`src/rtl/debounce_multi.sv`:
```
// debounce_multi
//   Multi-channel switch/input debouncer. Each channel has its own
//   synchroniser chain, a consecutive-mismatch counter and a registered
//   output level. A channel commits to a new level once the synchronised
//   input has disagreed with the output for threshold+1 consecutive cycles.
//   The commit cycle raises a one-cycle rise or fall pulse for that channel.
//
// Ports
//   clk            system clock, rising edge
//   reset          asynchronous, active-high; clears every flop
//   data_in        raw asynchronous inputs, bit i = channel i
//   threshold      required consecutive mismatch cycles minus one (quasi-static)
//   data_debounced debounced level per channel
//   rise_pulse     one-cycle pulse when a channel's output goes 0->1
//   fall_pulse     one-cycle pulse when a channel's output goes 1->0
//   any_change     registered OR of all rise/fall events, aligned with the pulses

module debounce_multi #(
  parameter int CHANNELS    = 4,
  parameter int CNT_WIDTH   = 16,
  parameter int SYNC_STAGES = 2
) (
  input  logic                 clk,
  input  logic                 reset,
  input  logic [CHANNELS-1:0]  data_in,
  input  logic [CNT_WIDTH-1:0] threshold,
  output logic [CHANNELS-1:0]  data_debounced,
  output logic [CHANNELS-1:0]  rise_pulse,
  output logic [CHANNELS-1:0]  fall_pulse,
  output logic                 any_change
);

  logic [CHANNELS-1:0]  sync_chain [SYNC_STAGES];
  logic [CNT_WIDTH-1:0] cnt        [CHANNELS];
  logic [CHANNELS-1:0]  sync_lvl;
  logic [CHANNELS-1:0]  mismatch;
  logic [CHANNELS-1:0]  commit;

  assign sync_lvl = sync_chain[SYNC_STAGES-1];

  // The >= compare lets a threshold lowered mid-count commit on the very
  // next mismatch cycle; it also bounds cnt at threshold so it never wraps.
  always_comb begin
    mismatch = sync_lvl ^ data_debounced;
    commit   = '0;
    for (int i = 0; i < CHANNELS; i++) begin
      commit[i] = mismatch[i] && (cnt[i] >= threshold);
    end
  end

  always_ff @(posedge clk or posedge reset) begin
    if (reset) begin
      for (int s = 0; s < SYNC_STAGES; s++) begin
        sync_chain[s] <= '0;
      end
    end else begin
      sync_chain[0] <= data_in;
      for (int s = 1; s < SYNC_STAGES; s++) begin
        sync_chain[s] <= sync_chain[s-1];
      end
    end
  end

  // Any cycle where the input agrees with the output restarts qualification.
  always_ff @(posedge clk or posedge reset) begin
    if (reset) begin
      for (int i = 0; i < CHANNELS; i++) begin
        cnt[i] <= '0;
      end
    end else begin
      for (int i = 0; i < CHANNELS; i++) begin
        if (!mismatch[i] || commit[i]) begin
          cnt[i] <= '0;
        end else begin
          cnt[i] <= cnt[i] + CNT_WIDTH'(1);
        end
      end
    end
  end

  // Pulses are registered alongside the output so they are high exactly in
  // the cycle where data_debounced first shows the new level. A reset-driven
  // drop of the output clears everything and so never produces a pulse.
  always_ff @(posedge clk or posedge reset) begin
    if (reset) begin
      data_debounced <= '0;
      rise_pulse     <= '0;
      fall_pulse     <= '0;
      any_change     <= 1'b0;
    end else begin
      data_debounced <= (data_debounced & ~commit) | (sync_lvl & commit);
      rise_pulse     <= commit & sync_lvl;
      fall_pulse     <= commit & ~sync_lvl;
      any_change     <= |commit;
    end
  end

endmodule

```
`config.mk`:
```
export PLATFORM = sky130hd
export DESIGN_NAME = debounce_multi
export DESIGN_NICKNAME = d
export VERILOG_FILES = /design/src/rtl/debounce_multi.sv
export SDC_FILE = /design/constraint.sdc
export NUM_CORES = 1
export LEC_CHECK = 0
export CORE_ASPECT_RATIO = 1.5
export CORE_MARGIN = 3
export CORE_UTILIZATION = 59
export DETAILED_ROUTE_END_ITERATION = 12
export PLACE_DENSITY_LB_ADDON = 0.15
export RECOVER_POWER = 100
export SKIP_LAST_GASP = 1
export SLEW_MARGIN = 10
export SYNTH_ARGS = -nofsm -noshare
export SYNTH_HDL_FRONTEND = slang
export SYNTH_SLANG_ARGS = --single-unit
```
`constraint.sdc`:
```
create_clock -name clk -period 3.5 [get_ports clk]
set_input_delay 0.875 -clock clk [delete_from_list [all_inputs] [get_ports clk]]
set_output_delay 0.875 -clock clk [all_outputs]
set_load 0.02 [all_outputs]
```
==> run_results.csv <==
group,metric,value,unit
run_status,run_status,"completed",
worst_setup_path,worst_setup_path_start_kind,"input port",
global_routing,grt_antenna_before_repair,0,
timing,finalClockSkew,0.00594,ns
worst_setup_path,critPathArrivalTime,3.27,ns
floorplan,initial_core_util,0.615,
timing,setup_viol,0,
synth,mappedNetlistNets,589,
worst_setup_path,timing_worst_setup_path_type,"input port to flip-flop",
synth,yosys_register_bits,85,
timing,timing_max_transition_violations_final,0,
final_layout,flow.area_growth_from_synthesis,14.8,%
power,power.density,374,nW/um2
global_routing,grt_total_usage,0.254,
clock_network,post_cts_resize_count,0,
final_layout,nets,626,
timing,layout_worst_path_cycle_share,0.874,
synth,syn-instance-count,499,
detailed_routing,post_drt_via_cell_ratio,5.78,
final_layout,num_antenna_cells,0,
clock_network,clock_tree.root_cell,"clkbuf_16",
clock_network,numCtsBuffers,9,
synth,synth.yosys.warnings,0,
clock_network,clk_transition_reported_paths,0.06,ns
final_layout,layout.cells.most_common,"dfrtp_1",
global_routing,largest_net_degree_at_the_start_of_global_routing,65,
timing,timing.fmax,327,MHz
detailed_routing,post_detailed_route_wirelength_per_cell,17.4,um
detailed_routing,initial_drc_count,260,
hold_path,worst_hold_path_type,"flip-flop to flip-flop",
clock_network,post-cts-setup-buffer-count,0,
detailed_routing,route.final.wire_length,11200,um
clock_network,number_of_clock_sinks_seen_by_cts,85,
final_layout,drive_above_1_share,0.0444,
global_routing,total_congestion_overflow_after_global_routing,0,
global_routing,first_global_vias,3751,
placement,place_congestion,0.864,
global_routing,grt_first_pass_wirelength,18600,um
clock_network,cts_hold_buf,0,
worst_setup_path,path_max_fanout,15,
detailed_routing,route.antenna.remaining_nets,0,
detailed_routing,detailroute.via_count,3725,
power,fin_total_pwr,2.16,mW
timing,setup_repair_after_global_routing_missed_its_margin,"false",
final_layout,final-instance-count-excl-fill,645,
power,power_leakage,2.94,nW
floorplan,die_height,119,um
detailed_routing,drt_drc_violations_left,0,
floorplan,core,8160,um2
synth,syn-mean-instance-area,10.1,um2
power,vdd.ir_drop.worst,0.228,mV
clock_network,insertion_delay,0.34,ns
clock_network,number_of_levels_the_h_tree_was_split_into,3,
timing,timing.slew.headroom,0.304,
placement,dpl.hpwl,8110,um
floorplan,die_area,9680,um2
timing,timing.final.crit_period,3.06,ns
floorplan,ioPinCount,35,
synth,synth_seq_area_share,0.424,
synth,netlist_area,5020,um2
clock_network,ctsLongestPathBuffers,2,
floorplan,die-width,81.3,um
run,max-cap-violations,0,
placement,numPlacedInstances,630,
timing,finalHoldViolations,0,
worst_setup_path,critical_path_endpoint_category,"flip-flop",
floorplan,floorplan.rows,40,
placement,pre_cts_ws,0.245,ns
final_layout,layout_common_cells,"85 x dfrtp_1, 73 x nor2_1, 68 x ha_1",
worst_setup_path,critical_path_required,3.71,ns
timing,max_slew.worst_pin.slew,1.04,ns
placement,count_of_port_buffers_added_during_placement,34,
timing,finalWorstSetupSlack,0.441,ns
timing,fin_setup_tns,0,ns
detailed_routing,number_of_iterations_in_the_first_detailed_routing_pass,7,
clock_network,cts_tree,"yes",
synth,ys_types,36,
final cells by class:
| cell class | count | area (um2) |
|---|---|---|
| multi-input cells | 378 | 2730 |
| fillers | 616 | 2390 |
| flip-flops and latches | 85 | 2130 |
| repair buffers | 38 | 389 |
| clock buffers | 12 | 256 |
| well taps | 105 | 131 |
| inverters | 24 | 91.3 |
| clock inverters | 3 | 45.0 |
Yosys cell counts:
| cell | n | area share |
|---|---|---|
| buf_6 | 4 | 0.0090 |
| a211o_1 | 5 | 0.0087 |
| ha_1 | 68 | 0.17 |
| a222oi_1 | 1 | 0.0020 |
| xnor2_1 | 16 | 0.028 |
| inv_1 | 24 | 0.018 |
| nor4_1 | 2 | 0.0025 |
| buf_2 | 3 | 0.0030 |
| mux2_2 | 4 | 0.0090 |
| xor2_1 | 45 | 0.078 |
| nand2b_1 | 5 | 0.0062 |
| nor3b_1 | 2 | 0.0030 |
| o221ai_1 | 2 | 0.0035 |
| nor2b_1 | 2 | 0.0025 |
| dfrtp_1 | 85 | 0.42 |
| a211oi_1 | 1 | 0.0015 |
| o21a_1 | 1 | 0.0015 |
| nand4_1 | 19 | 0.024 |
| a2111o_1 | 1 | 0.0022 |
| o21bai_1 | 1 | 0.0015 |
| o211ai_1 | 1 | 0.0015 |
| and4_1 | 6 | 0.010 |
| a31oi_1 | 2 | 0.0025 |
| nor2_1 | 73 | 0.055 |
| o21ai_0 | 7 | 0.0070 |
| and3b_1 | 6 | 0.010 |
| or3_1 | 2 | 0.0025 |
| clkbuf_1 | 5 | 0.0037 |
| nand2_1 | 28 | 0.021 |
| nand3_1 | 28 | 0.028 |
| a21oi_1 | 24 | 0.024 |
| nand2b_4 | 2 | 0.0055 |
| and2_1 | 4 | 0.0050 |
| a21o_1 | 5 | 0.0075 |
| and3_1 | 14 | 0.017 |
| and4b_1 | 1 | 0.0020 |
path summary, 6_finish.rpt:
path                                    startpoint               endpoint  slack [ns]  depth (start not counted)
max in group asynchronous                    reset      cnt[31]$_DFF_PP0_        1.51                          3
min reg2reg                sync_chain[4]$_DFF_PP0_  sync_lvl[0]$_DFF_PP0_        0.35                          0
max                                  threshold[13]      cnt[26]$_DFF_PP0_        0.44                         10
min in group asynchronous                    reset      cnt[53]$_DFF_PP0_        1.17                          2
min                        sync_chain[4]$_DFF_PP0_  sync_lvl[0]$_DFF_PP0_        0.35                          0
max reg2reg                      cnt[30]$_DFF_PP0_      cnt[26]$_DFF_PP0_        1.22                          8
cells by family after synthesis:
group / share of synthesized area
compound gates: 0.0633
xor+xnor: 0.106
fa+ha+maj: 0.169
buf+inv: 0.0336
flops: 0.424
mux: 0.00897
simple gates: 0.195
worst max-delay path: stages:
cell and delay (ns):
dlygate4sd3_1 0.53, inv_1 0.13, ha_1 0.33, nand4_1 0.16
nor4_1 0.36, o211ai_1 0.13, and4b_1 0.28, nand2_1 0.09
clkbuf_2 0.28, nor2_1 0.09
metal layers:
metal  GRT usage  vias to the layer above  share of wire
met4      0.0740                        0          0.019
met2       0.412                       88           0.51
met3      0.0507                       14          0.043
li1            -                     1804              -
met5           0                        -              0
met1       0.340                     1819           0.42
registers in the layout, summed over array words and instances, names as in the netlist, named ones only:
name        count
sync_lvl        4
any_change      1
cnt            64
rise_pulse      4
fall_pulse      4
sync_chain      4
stage by stage:
step / cell area, um2 / utilization / hold WS (ns)
floorplan: 5020 / - / 0.331
global placement: 5470 / 0.671 / 0.334
detailed placement: 5470 / 0.671 / 0.335
CTS: 5770 / 0.708 / 0.348
global route: 5770 / 0.707 / 0.367
finish: 5770 / 0.707 / 0.347
report_power, final:
part	internal [mW]	total, mW	switching, mW
registers	0.999	1.02	0.0198
clock network	0.588	0.961	0.374
logic	0.0706	0.176	0.105
total	1.66	2.16	0.498
(Power assumes the default switching activity.)
